==> config.mk <==
export PLATFORM = sky130hd
export DESIGN_NAME = plca_wait_beacon_ctrl
export DESIGN_NICKNAME = d
export VERILOG_FILES = /design/src/rtl/plca_pkg.sv /design/src/rtl/plca_lfsr16.sv /design/src/rtl/plca_wait_beacon_ctrl.sv
export SDC_FILE = /design/constraint.sdc
export NUM_CORES = 1
export LEC_CHECK = 0
export CORE_ASPECT_RATIO = 0.5
export CORE_UTILIZATION = 53
export DETAILED_ROUTE_END_ITERATION = 7
export PLACE_DENSITY = 0.82
export REMOVE_ABC_BUFFERS = 1
export SYNTH_ARGS = -nofsm -noshare
export SYNTH_HDL_FRONTEND = slang
export SYNTH_HIERARCHICAL = 1
export SYNTH_SLANG_ARGS = --single-unit
==> constraint.sdc <==
create_clock -name clk -period 2.65 [get_ports clk]
set_clock_uncertainty 0.2 [all_clocks]
set_input_delay 0.53 -clock clk [delete_from_list [all_inputs] [get_ports clk]]
set_output_delay 0.53 -clock clk [all_outputs]
set_load 0.02 [all_outputs]
==> src/rtl/plca_pkg.sv <==
// Shared types and constants for the PLCA wait_beacon_timer controller slice.
package plca_pkg;

    typedef enum logic [2:0] {
        DISABLED = 3'd0,
        DRAW     = 3'd1,
        WAIT     = 3'd2,
        EXPIRED  = 3'd3,
        SYNCED   = 3'd4
    } ctrl_state_e;

    // Galois feedback mask for x^16+x^14+x^13+x^11+1, right-shifting form.
    localparam logic [15:0] LFSR_POLY = 16'hB400;

    localparam int BT_CNT_W = 9;

    function automatic logic [15:0] lfsr_next(input logic [15:0] cur);
        return cur[0] ? ((cur >> 1) ^ LFSR_POLY) : (cur >> 1);
    endfunction

endpackage

==> src/rtl/plca_lfsr16.sv <==
// Free-running 16-bit Galois LFSR used as the random source for timer draws.
module plca_lfsr16
    import plca_pkg::*;
#(
    parameter logic [15:0] SEED = 16'hACE1
) (
    input  logic        clk,
    input  logic        reset,
    output logic [15:0] value
);

    // NOTE: sequential state uses non-blocking assignments and an async reset branch.
    always_ff @(posedge clk or posedge reset) begin
        if (reset) begin
            value <= SEED;
        end else begin
            value <= lfsr_next(value);
        end
    end

endmodule

==> src/rtl/plca_wait_beacon_ctrl.sv <==
// wait_beacon_timer sequencer for a PLCA follower: random draw, BT countdown,
// BEACON freeze and expiry hand-off to the coordinator role.
module plca_wait_beacon_ctrl
    import plca_pkg::*;
#(
    parameter int          WAIT_MIN  = 40,
    parameter int          WAIT_MAX  = 295,
    parameter int          BT_CLKS   = 10,
    parameter logic [15:0] LFSR_SEED = 16'hACE1
) (
    input  logic       clk,
    input  logic       reset,
    input  logic       plca_en,
    input  logic       restart,
    input  logic       beacon_det,
    output logic       wait_beacon_timer_done,
    output logic       wait_beacon_timer_not_done,
    output logic       coordinator_req,
    output logic [8:0] timer_remaining,
    output logic [8:0] draw_value,
    output logic [2:0] ctrl_state
);

    localparam int                RANGE      = WAIT_MAX - WAIT_MIN + 1;
    localparam int                PRE_W      = (BT_CLKS > 1) ? $clog2(BT_CLKS) : 1;
    localparam logic [7:0]        RANGE_MASK = 8'(RANGE - 1);
    localparam logic [PRE_W-1:0]  PRE_LAST   = PRE_W'(BT_CLKS - 1);

    ctrl_state_e          state;
    logic [PRE_W-1:0]     prescaler;
    logic [15:0]          lfsr;
    logic [BT_CNT_W-1:0]  duration;
    logic                 bt_tick;
    logic                 load_draw;
    logic                 unused_lfsr_hi;

    plca_lfsr16 #(
        .SEED (LFSR_SEED)
    ) u_lfsr (
        .clk   (clk),
        .reset (reset),
        .value (lfsr)
    );

    // Only the low byte feeds the draw; RANGE never exceeds 256.
    assign unused_lfsr_hi = ^lfsr[15:8];

    assign duration   = BT_CNT_W'(WAIT_MIN) + {1'b0, lfsr[7:0] & RANGE_MASK};
    assign bt_tick    = (prescaler == PRE_LAST);
    assign ctrl_state = state;

    // A BEACON in WAIT/EXPIRED outranks restart; elsewhere restart stands alone.
    always_comb begin
        load_draw = 1'b0;
        case (state)
            DISABLED:      load_draw = 1'b1;
            WAIT, EXPIRED: load_draw = restart && !beacon_det;
            SYNCED:        load_draw = restart;
            default:       load_draw = 1'b0;
        endcase
    end

    always_ff @(posedge clk or posedge reset) begin
        if (reset) begin
            state                      <= DISABLED;
            prescaler                  <= '0;
            timer_remaining            <= '0;
            draw_value                 <= '0;
            wait_beacon_timer_done     <= 1'b0;
            wait_beacon_timer_not_done <= 1'b0;
            coordinator_req            <= 1'b0;
        end else begin
            coordinator_req <= 1'b0;
            if (!plca_en) begin
                state                      <= DISABLED;
                prescaler                  <= '0;
                timer_remaining            <= '0;
                draw_value                 <= '0;
                wait_beacon_timer_done     <= 1'b0;
                wait_beacon_timer_not_done <= 1'b0;
            end else if (load_draw) begin
                state                      <= DRAW;
                timer_remaining            <= duration;
                draw_value                 <= duration;
                prescaler                  <= '0;
                wait_beacon_timer_done     <= 1'b0;
                wait_beacon_timer_not_done <= 1'b0;
            end else begin
                case (state)
                    DRAW: begin
                        state                      <= WAIT;
                        prescaler                  <= '0;
                        wait_beacon_timer_not_done <= 1'b1;
                    end
                    WAIT: begin
                        if (beacon_det) begin
                            // Freeze: the count stays at its value in the detection cycle.
                            state                      <= SYNCED;
                            wait_beacon_timer_not_done <= 1'b0;
                        end else if (bt_tick) begin
                            prescaler       <= '0;
                            timer_remaining <= timer_remaining - 9'd1;
                            if (timer_remaining == 9'd1) begin
                                state                      <= EXPIRED;
                                wait_beacon_timer_not_done <= 1'b0;
                                wait_beacon_timer_done     <= 1'b1;
                                coordinator_req            <= 1'b1;
                            end
                        end else begin
                            prescaler <= prescaler + PRE_W'(1);
                        end
                    end
                    EXPIRED: begin
                        if (beacon_det) begin
                            state                  <= SYNCED;
                            wait_beacon_timer_done <= 1'b0;
                        end
                    end
                    DISABLED, SYNCED: begin
                    end
                    default: state <= DISABLED;
                endcase
            end
        end
    end

endmodule

==> Word level (Yosys, flattened, before mapping) <==
Index checks and enable logic that the tools add are counted.
{ "totals": {"regBits": 44, "input_bits": 5, "out_inout_bits": 24, "elab_cells": 81} }
{ "op_classes": {"add_sub_neg": 3, "eq_ne": 19, "n_mux": 40, "bitwise_logic": 1, "reduce_logical": 10} }
{ "op_table": {"columns": ["op", "count"], "rows": [
  ["$mux W9", 7],
  ["$mux W3", 6],
  ["$mux W1", 17],
  ["$mux W16", 1],
  ["$mux W4", 4],
  ["$ne A4 B4 Y1 const B", 4],
  ["$pmux W3 S4", 1],
  ["$ne A5 B5 Y1 const B", 2],
  ["$add A6 B8 Y9 const A", 1],
  ["$eq A9 B1 Y1 const B", 1],
  ["$sub A9 B1 Y9 const B", 1],
  ["$ne A4 B1 Y1 const B", 2],
  ["$pmux W4 S2", 1],
  ["$eq A3 B2 Y1 const B", 2],
  ["$ne A3 B1 Y1 const B", 2],
  ["$reduce_and A3 Y1", 2],
  ["$reduce_and A5 Y1", 1],
  ["$add A4 B1 Y4 const B", 1],
  ["$eq A4 B4 Y1 const B", 1],
  ["$not A3 Y4", 1],
  ["$pmux W1 S2", 2],
  ["$reduce_and A4 Y1", 1],
  ["$reduce_or A2 Y1", 2],
  ["$eq A3 B1 Y1 const B", 1],
  ["9 further kinds", 9]
]} }

==> Logic depth before layout (Yosys ltp) <==
Gate-level depths: netlist of the first run.
{ "logic_depth": {"word_depth": 7, "mapped_depth": 7, "mapped_depth_nobuf": 6} }

==> Cells and area by module <==
Netlist of the first run, hierarchy kept.
{ "modules_own_cells": {"columns": ["module", "instances", "cells_each", "area_each_um2", "seq_area_each_um2"], "rows": [
  ["plca_wait_beacon_ctrl", 1, 169, 1577.8, 700.7],
  ["plca_lfsr16", 1, 20, 440.4, 410.4]
]} }

==> Worst setup path before layout of the first run <==
Ideal clock, no wire load.
{ "synth_timing": {"path_kind": "register -> register", "startpoint": "register state[1], in the netlist ctrl_state[1]", "endpoint": "register timer_remaining[3]", "setup_time_ns": 0.120, "arrival_ns": 1.803, "t_required_ns": 2.330, "path_slack_ns": 0.526, "stages_incl_launch_ff": 7, "path_buffers": 2, "period_less_slack_ns": 2.124, "path_cell_list": "dfrtp_1 > buf_4 > or4b_1 > buf_6 > nor3_1 > xor2_1 > o211a_1"} }
{ "synth_between": {"elab_chain_cells": 5, "elab_cells_between_ends": 12, "cone_classes": "eq/ne (6); mux (3); reduce/logical (3)"} }
{ "synth_lines": {"columns": ["item", "line_no", "text"], "rows": [
  ["start, declared", "plca_wait_beacon_ctrl.sv:29", "ctrl_state_e state;"],
  ["start signal, assigned", "plca_wait_beacon_ctrl.sv:65", "state <= DISABLED;"],
  ["start signal, assigned", "plca_wait_beacon_ctrl.sv:75", "state <= DISABLED;"],
  ["start signal, assigned", "plca_wait_beacon_ctrl.sv:82", "state <= DRAW;"],
  ["$eq A3 B2 Y1 (on tied branches)", "plca_wait_beacon_ctrl.sv:55, plca_wait_beacon_ctrl.sv:89", null],
  ["$reduce_or A2 Y1", "plca_wait_beacon_ctrl.sv:55", "case (state)"],
  ["$pmux W1 S3", "plca_wait_beacon_ctrl.sv:55", null],
  ["$ne A3 B1 Y1 (no source line) (tied with other cells)", null, null],
  ["$reduce_and A3 Y1 (no source line) / $mux W9 (equally long branches)", null, null],
  ["end signal, assigned", "plca_wait_beacon_ctrl.sv:83", "timer_remaining <= duration;"],
  ["end signal, assigned", "plca_wait_beacon_ctrl.sv:102", "timer_remaining <= timer_remaining - 9'd1;"],
  ["end, declared", "plca_wait_beacon_ctrl.sv:19", "output logic [8:0] timer_remaining,"]
]} }
Parallel ways exist; a longest one is shown, timed or not.
A chain may end at the register's enable or synchronous reset.

==> Worst setup path after layout of the first run <==
{ "layout_timing": {"startpoint": "input beacon_det", "endpoint": "register timer_remaining[3]"} }
{ "layout_between": {"elab_chain_cells": 5, "elab_cells_between_ends": 9, "cone_classes": "eq/ne (3); mux (3); reduce/logical (3)"} }
{ "layout_lines": {"columns": ["item", "line_no", "text"], "rows": [
  ["start, declared", "plca_wait_beacon_ctrl.sv:15", "input logic beacon_det,"],
  ["$logic_not A1 Y1", "plca_wait_beacon_ctrl.sv:57", "WAIT, EXPIRED: load_draw = restart && !beacon_det;"],
  ["$logic_and A1 B1 Y1", "plca_wait_beacon_ctrl.sv:57", null],
  ["$pmux W1 S3", "plca_wait_beacon_ctrl.sv:55", null],
  ["$ne A3 B1 Y1 (no source line) (tied with other cells)", null, null],
  ["$reduce_and A3 Y1 (no source line) / $mux W9 (equally long branches)", null, null]
]} }
Parallel ways exist; a longest one is shown, timed or not.

==> results.sh, run 1 <==
export IMPL_place_ws_ns=-0.0163
export IMPL_power_density_nw_per_um2=638
export IMPL_syn_area_per_cell_um2=10.7
export IMPL_crit_path_cell_trace="clkdlybuf4s50_1 > or4b_1 > nor3_1 > xor2_1 > o211a_1"
export IMPL_rrSetupSlack_ns=0.38
export IMPL_grt_overflow=0
export IMPL_hp_class="reg2reg"
export IMPL_drtIter0Drc=87
export IMPL_num_vias=1504
export IMPL_grt_pass1_wl_um=6780
export IMPL_cp_start_kind="input port"
export IMPL_synth_area_um2=2020
export IMPL_seq_area_frac_synth=0.551
export IMPL_status="finished, final reports clean"
export IMPL_crit_type="in2reg"
export IMPL_coreArea_um2=3530
export IMPL_hpwl_um=2960
export IMPL_irDropWorstVdd_uv=386
export IMPL_portBuffers=28
export IMPL_io_pins=29
export IMPL_setup_slack_ns=0.274
export IMPL_drtAntennaViolNets=0
export IMPL_asyncSetResetFlopFracSynth=1.00
export IMPL_path_clk_slew_ns=0.08
export IMPL_ys_seq_elements=44
export IMPL_clockRootBuffer="clkbuf_8"
export IMPL_fmax_ghz=0.421
export IMPL_cap_violations=0
export IMPL_cts_max_level=2
export IMPL_worstHoldStart="u_lfsr/value[12]"
export IMPL_cp_top_family="simple AND/OR/NAND/NOR gates"
export IMPL_grt_pass1_vias=1422
export IMPL_wirelength_um=4200
export IMPL_die_y_um=45.6
export IMPL_clk_insertion_delay_late_ns=0.30
export IMPL_initial_core_util=0.572
export IMPL_cts_resized=0
export IMPL_critPathRequiredTime_ns=2.64
export IMPL_row_count=15
export IMPL_cts_made_buffers=5
export IMPL_wl_per_cell_um=15.3
export IMPL_p_leak_uw=0.00108
export IMPL_drv_slew=0
export IMPL_end_kind="register"
export IMPL_gp_congestion=0.801
export IMPL_setup_viol=0
export IMPL_chipWidth_um=89.3
export IMPL_fin_nets=233
export IMPL_syn2layout_area_growth_pct=23.4
export IMPL_clk_path_buf_depth=2
export IMPL_cp_arrival_ns=2.37
export IMPL_tightest_slew_ns=0.570
export IMPL_rsz0062_at_grt="false"
export IMPL_placed_cells=267
export IMPL_slowest_stage="or4b_1"
export IMPL_slew_headroom=0.619
export IMPL_antenna_found_initial=0
export IMPL_crit_buf_inv=1
export IMPL_hold_depth=0
export IMPL_hold_viol_final=0
export IMPL_grt_use_total=0.235
export IMPL_cts_hold_buf=0
export IMPL_diodes=0
export IMPL_timing_rr_end="timer_remaining[3]"
export IMPL_max_stage_delay_ns=0.67
export IMPL_dieArea_um2=4070
export IMPL_synth_edf_count=0
export IMPL_synthFlopType="dfrtp_1"
export IMPL_synth_cell_types=45
export IMPL_route_detailed_drc=0
export IMPL_rr_startpoint="ctrl_state[2]"
export IMPL_drive_gt1_frac=0.129
export IMPL_vias_per_cell=5.47
export IMPL_postCtsSetupBuffers=0
export IMPL_postPlaceCellArea_um2=2370
export IMPL_hold_end="u_lfsr/value[11]"
export IMPL_cp_max_fo=10
export IMPL_drtPass1Iterations=4
export IMPL_period_share=0.897
export IMPL_grt_max_degree=29
export IMPL_fin_area_um2=2490
export IMPL_min_period_ns=2.38
export IMPL_cts_tree="built"
export IMPL_syn_inst=189
export IMPL_final_cells=275
export IMPL_yosysWarnings=6
export IMPL_cts_sinks=44
export IMPL_ff2ff_path_depth=4
## worst reg2reg max path: stages, from the launching register on
cell	delay (ns)
dfrtp_1	0.49
or4b_1	0.74
nor3_1	0.41
xor2_1	0.12
o211a_1	0.22
## synthesized netlist by cell type (4+ instances only)
master | number | area share
clkbuf_1 | 5 | 0.0093
nor3_1 | 4 | 0.0099
xor2_1 | 4 | 0.017
xnor2_1 | 9 | 0.039
inv_1 | 9 | 0.017
dfrtp_1 | 36 | 0.45
a21boi_0 | 4 | 0.015
a21oi_1 | 16 | 0.040
ha_1 | 5 | 0.031
o21ai_0 | 11 | 0.027
nor4_1 | 5 | 0.015
dfstp_2 | 8 | 0.10
nor2_1 | 11 | 0.020
nand2b_1 | 4 | 0.012
nand2_1 | 20 | 0.037
## worst max path at each step
stage,startpoint,to,slack [ns],cells after the start
floorplan,ctrl_state[0],timer_remaining[3],0.52,4
global placement,beacon_det,timer_remaining[3],0.02,5
detailed placement,beacon_det,timer_remaining[3],-0.02,5
CTS,beacon_det,timer_remaining[3],0.29,5
global route,beacon_det,timer_remaining[5],0.13,5
finish,beacon_det,timer_remaining[3],0.27,5
## cell usage in the layout, fill, tap and decap left out, types with 4 or more instances in the layout
cell type	n
a21boi_0	4
a21oi_1	16
buf_4	6
clkbuf_8	6
clkdlybuf4s50_1	28
dfrtp_1	36
dfstp_2	8
ha_1	5
inv_1	9
nand2_1	20
nand2b_1	4
nor2_1	11
nor3_1	4
nor4_1	5
o21ai_0	11
xnor2_1	9
xor2_1	4
## cell families (layout without fill, tap and decap cells)
group / count (synthesis) / count (layout) / synth area share
simple gates: 65 / 65 / 0.177
compound gates: 45 / 45 / 0.144
flops: 44 / 44 / 0.551
buf+inv: 16 / 51 / 0.0353
xor+xnor: 13 / 13 / 0.0564
fa+ha+maj: 5 / 5 / 0.0310
mux: 1 / 1 / 0.00558
## layer usage
metal	part of all wire	wire [um]	vias to the layer above	GRT usage
li1	-	-	730	-
met1	0.46	1940	751	0.329
met2	0.49	2040	21	0.366
met3	0.047	198	2	0.0598
met4	0.0059	25	0	0.0762
met5	0	0	-	0
## through the flow
step	util	hold WS (ns)	power [uW]	setup TNS [ns]
after floorplan	-	0.131	921	0
after global placement	0.672	0.135	1050	0
after detailed placement	0.672	0.143	1060	-0.0163
after CTS	0.706	0.167	1600	0
after global routing	0.706	0.175	1660	0
final	0.706	0.165	1590	0
## state kept, by name, summed over array words and instances, names as in the netlist
| signal | count |
|---|---|
| u_lfsr/value | 16 |
| timer_remaining | 9 |
| ctrl_state | 3 |
| wait_beacon_timer_not_done | 1 |
| prescaler | 4 |
| coordinator_req | 1 |
| draw_value | 9 |
| wait_beacon_timer_done | 1 |
## area by class of cell
type | instances | area (um2)
sequential | 44 | 1110
fill | 278 | 1040
multi-input combinational | 129 | 836
timing repair buffer | 34 | 325
clock buffer | 6 | 82.6
tap | 51 | 63.8
clock inverter | 2 | 38.8
inverter | 9 | 33.8
## where the power goes
group	total (uW)	switching (uW)	internal, uW
combinational	308	173	135
clock	537	229	308
sequential	743	41.7	702
total	1590	444	1140
(Power assumes the default switching activity.)
==> run 2: changes to the inputs <==
Settings changed: CORE_MARGIN set to 5.
==> run 2 against run 1 <==
Sequential share of layout area about the same. Clock power decreased by 4%. Critical path type unchanged. Largest cell class unchanged. Worst hold slack got worse by 0.010 ns. Highest routed layer unchanged.
==> results.sh, run 2 (same netlist as run 1, synthesis figures left out) <==
export IMPL_diodes=0
export IMPL_min_period_ns=2.39
export IMPL_antenna_found_initial=0
export IMPL_crit_path_cell_trace="clkdlybuf4s50_1 > or4b_1 > nor3_1 > xor2_1 > o211a_1"
export IMPL_syn2layout_area_growth_pct=23.6
export IMPL_drtIter0Drc=67
export IMPL_tightest_slew_ns=0.577
export IMPL_grt_use_total=0.178
export IMPL_die_y_um=53.6
export IMPL_cp_max_fo=10
export IMPL_path_clk_slew_ns=0.09
export IMPL_max_stage_delay_ns=0.66
export IMPL_power_total_uw=1570
export IMPL_worstHoldStart="u_lfsr/value[8]"
export IMPL_gp_congestion=0.839
export IMPL_initial_core_util=0.569
export IMPL_tns_ns=0
export IMPL_setup_viol=0
export IMPL_wl_per_cell_um=15.4
export IMPL_power_density_nw_per_um2=631
export IMPL_dieArea_um2=5220
export IMPL_drtPass1Iterations=4
export IMPL_rr_startpoint="ctrl_state[2]"
export IMPL_cts_made_buffers=5
export IMPL_postCtsSetupBuffers=0
export IMPL_hp_class="reg2reg"
export IMPL_cp_start_kind="input port"
export IMPL_cp_arrival_ns=2.38
export IMPL_clk_path_buf_depth=2
export IMPL_final_cell_mix="dfrtp_1 (36), clkdlybuf4s50_1 (28), nand2_1 (20), a21oi_1 (16)"
export IMPL_coreArea_um2=3550
export IMPL_irDropWorstVdd_uv=361
export IMPL_hpwl_um=3050
export IMPL_cts_hold_buf=0
export IMPL_nFillCells=256
export IMPL_final_core_util=0.703
export IMPL_cap_violations=0
export IMPL_status="finished, final reports clean"
export IMPL_num_vias=1573
export IMPL_startpoint="beacon_det"
export IMPL_row_count=15
export IMPL_vias_per_cell=5.70
export IMPL_cts_tree="built"
export IMPL_end_kind="register"
export IMPL_cts_sinks=44
export IMPL_top_regs="u_lfsr/value x16, draw_value x9, timer_remaining x9"
export IMPL_cts_resized=0
export IMPL_wirelength_um=4260
export IMPL_slowest_stage="or4b_1"
export IMPL_fin_nets=234
export IMPL_route_detailed_drc=0
export IMPL_clockRootBuffer="clkbuf_8"
export IMPL_fmax_ghz=0.419
export IMPL_rsz0062_at_grt="false"
export IMPL_io_pins=29
export IMPL_chipWidth_um=97.3
export IMPL_cts_max_level=2
export IMPL_grt_overflow=0
export IMPL_grt_pass1_wl_um=7240
export IMPL_drive_gt1_frac=0.133
export IMPL_p_leak_uw=0.00108
export IMPL_clk_insertion_delay_late_ns=0.30
export IMPL_period_share=0.901
export IMPL_drv_slew=0
export IMPL_final_common_cell="dfrtp_1"
export IMPL_slew_headroom=0.615
export IMPL_largest_reg_flops=16
export IMPL_grt_max_degree=29
export IMPL_drtAntennaViolNets=0
export IMPL_grt_pass1_vias=1525
export IMPL_portBuffers=28
export IMPL_hold_viol_final=0
export IMPL_crit_type="in2reg"
export IMPL_critPathRequiredTime_ns=2.65
export IMPL_top_register="u_lfsr/value"
==> run 2: cell count changes in the layout (fill, tap and decap cells not counted) <==
cell,previous run,this run
buf_4,6,7
clkinv_4,1,2
clkbuf_8,6,5
==> run 2: power by group <==
| part | switching [uW] | internal, uW | leakage (uW) |
|---|---|---|---|
| Clock | 234 | 284 | 0.0000583 |
| Combinational | 173 | 139 | 0.000451 |
| Sequential | 41.0 | 701 | 0.000573 |
| Total | 448 | 1120 | 0.00108 |
==> run 2: per-stage QoR <==
| step | hold slack (ns) | std cells | area (um2) | setup slack, ns |
|---|---|---|---|---|
| 2_1_floorplan | 0.131 | 182 | 1980 | 0.516 |
| 3_3_place_gp | 0.138 | 268 | 2380 | 0.0263 |
| 3_5_place_dp | 0.138 | 268 | 2380 | -0.0243 |
| 4_1_cts | 0.159 | 276 | 2490 | 0.287 |
| 5_1_grt | 0.165 | 276 | 2490 | 0.125 |
| 6_report | 0.155 | 276 | 2490 | 0.261 |
==> run 2: final timing paths <==
check                      slack [ns]  depth (start not counted)                  to
max in group asynchronous        1.46                          2     u_lfsr/value[5]
max                              0.26                          5  timer_remaining[3]
max reg2reg                      0.38                          4  timer_remaining[3]
min in group asynchronous        0.41                          2     u_lfsr/value[1]
min                              0.15                          0     u_lfsr/value[7]
min reg2reg                      0.15                          0     u_lfsr/value[7]
==> run 2: cell type report <==
cell class,instances,area [um2],area share
multi-input cells,129,836,0.335
clock buffers,5,68.8,0.0276
well taps,51,63.8,0.0256
clock inverters,3,47.5,0.0191
flip-flops and latches,44,1110,0.446
inverters,9,33.8,0.0135
repair buffers,35,333,0.133
==> run 2: layer usage <==
metal	part of all wire	wire [um]	up-vias	global-route usage
met5	0	0	-	0
li1	-	-	732	-
met3	0.065	275	8	0.0556
met4	0.014	61	0	0.0805
met2	0.49	2080	45	0.311
met1	0.43	1840	788	0.211
==> run 2: worst max-delay path, delay by kind of cell <==
kind | cells | cell delay (ns)
XOR/XNOR | 1 | 0.14
buffers and inverters | 1 | 0.42
AND/OR/NAND/NOR | 2 | 1.07
AO/OA/AOI/OAI | 1 | 0.22
==> run 3: changes to the inputs <==
Settings changed: CORE_UTILIZATION 53 to 55, DONT_BUFFER_PORTS set to 1, PLACE_DENSITY 0.82 to 0.74.
==> run 3 against run 2 <==
Fmax increased by 1.8%. Worst hold slack got worse by 0.0060 ns. Clock power increased by 2%. Sequential share of layout area up 5.8 points. First-iteration DRC count rose by 1.5%. Via count down 10%. Sequential cell count is the same. Sequential power rose by 3.4%. Wire length shrank 4.5%. Global-route usage grew 0.56 points. Critical path type is now reg2reg. Largest power group unchanged.
==> results.sh, run 3 (same netlist as run 1, synthesis figures left out) <==
export IMPL_final_core_util=0.632
export IMPL_clk_path_buf_depth=2
export IMPL_top_layer="met4"
export IMPL_coreArea_um2=3490
export IMPL_chipWidth_um=95.7
export IMPL_row_count=15
export IMPL_nFillCells=289
export IMPL_internal_power_uw=1060
export IMPL_critPathRequiredTime_ns=2.65
export IMPL_hold_viol_final=0
export IMPL_gp_congestion=0.895
export IMPL_cts_made_buffers=5
export IMPL_postCtsSetupBuffers=0
export IMPL_setup_viol=0
export IMPL_tns_ns=0
export IMPL_num_vias=1414
export IMPL_final_common_cell="dfrtp_1"
export IMPL_diodes=0
export IMPL_p_leak_uw=0.000974
export IMPL_hold_depth=1
export IMPL_period_share=0.885
export IMPL_cp_max_fo=23
export IMPL_drtPass1Iterations=4
export IMPL_initial_core_util=0.578
export IMPL_swShare=0.291
export IMPL_fin_area_um2=2210
export IMPL_clockRootBuffer="clkbuf_8"
export IMPL_tightest_slew_ns=0.731
export IMPL_min_period_ns=2.35
export IMPL_dr_wl_met3_um=226
export IMPL_portBuffers=0
export IMPL_slew_headroom=0.513
export IMPL_switchingPower_uw=437
export IMPL_die_y_um=52.8
export IMPL_rsz0062_at_grt="false"
export IMPL_hold_slack_ns=0.149
export IMPL_status="finished, final reports clean"
export IMPL_route_detailed_drc=0
export IMPL_grt_max_degree=29
export IMPL_place_ws_ns=0.341
export IMPL_wl_met1_um=1880
export IMPL_wl_met2_um=1910
export IMPL_path_clk_slew_ns=0.09
export IMPL_comb_power_share=0.137
export IMPL_ff2ff_path_depth=5
export IMPL_power_density_nw_per_um2=680
export IMPL_clk_insertion_delay_late_ns=0.30
export IMPL_hpwl_um=2670
export IMPL_drv_slew=0
export IMPL_end_kind="register"
export IMPL_grt_use_total=0.184
export IMPL_cts_sinks=44
export IMPL_vias_per_cell=5.72
export IMPL_cts_max_level=2
export IMPL_wl_per_cell_um=16.5
export IMPL_cp_start_kind="register"
export IMPL_postPlaceCellArea_um2=2080
export IMPL_cts_tree="built"
export IMPL_top_register="u_lfsr/value"
export IMPL_antenna_found_initial=0
export IMPL_drtAntennaViolNets=0
export IMPL_final_cell_mix="dfrtp_1 (36), nand2_1 (20), a21oi_1 (16), o21ai_0 (11), nor2_1 (11)"
export IMPL_pwr_share_clk=0.352
export IMPL_fmax_ghz=0.426
export IMPL_dieArea_um2=5050
export IMPL_io_pins=29
export IMPL_cp_arrival_ns=2.35
export IMPL_drtIter0Drc=68
export IMPL_fin_nets=205
export IMPL_drive_gt1_frac=0.143
export IMPL_crit_type="reg2reg"
export IMPL_seq_power_share=0.511
export IMPL_irDropWorstVdd_uv=363
export IMPL_syn2layout_area_growth_pct=9.36
export IMPL_cap_violations=0
export IMPL_largest_reg_flops=16
export IMPL_grt_overflow=0
export IMPL_wirelength_um=4070
export IMPL_grt_pass1_wl_um=6870
export IMPL_hp_class="in2reg"
export IMPL_grt_pass1_vias=1418
export IMPL_top_regs="u_lfsr/value x16, draw_value x9, timer_remaining x9"
export IMPL_setup_slack_ns=0.305
==> run 3: stage by stage <==
step	std cells	total power (uW)
2_1_floorplan	182	921
3_3_place_gp	238	979
3_5_place_dp	238	982
4_1_cts	247	1510
5_1_grt	247	1570
6_report	247	1500
==> run 3: layout make-up <==
type,count,area (um2),area share
Timing Repair Buffer,6,47.5,0.0215
Inverter,9,33.8,0.0153
Sequential cell,44,1110,0.503
Clock inverter,3,46.3,0.0210
Multi-Input combinational cell,129,836,0.379
Tap cell,51,63.8,0.0289
Clock buffer,5,68.8,0.0312
==> run 3: power groups by stage <==
stage	registers [uW]	clock network, uW	logic (uW)
after CTS	769	538	206
after detailed placement	781	0	202
after global placement	779	0	200
after global routing	772	566	230
after floorplan	783	0	137
final	767	528	205
==> run 3: critical path, cell delays in order, from the launching register on <==
cell	delay [ns]
dfrtp_1	0.36
buf_4	0.19
nor2b_1	0.24
o22a_1	0.66
nand2_1	0.27
a311oi_1	0.32
==> run 3: worst paths after layout <==
path                                   from                    endpoint  slack (ns)
min in group asynchronous             reset            u_lfsr/value[14]        0.55
min                                 plca_en               draw_value[3]        0.15
max in group asynchronous             reset             u_lfsr/value[8]        1.30
max                           ctrl_state[2]  wait_beacon_timer_not_done        0.30
min reg2reg                u_lfsr/value[12]            u_lfsr/value[11]        0.16
max reg2reg                   ctrl_state[2]  wait_beacon_timer_not_done        0.30
==> run 3: repair_timing <==
item	4_1_cts	5_1_grt
gates resized for setup	0	0
endpoints found under the hold margin	36	0
hold buffers	1	0
==> run 3: layer usage <==
| metal | vias up | track usage |
|---|---|---|
| li1 | 675 | - |
| met1 | 707 | 0.245 |
| met2 | 25 | 0.283 |
| met3 | 7 | 0.0545 |
| met4 | 0 | 0.0708 |
| met5 | - | 0 |
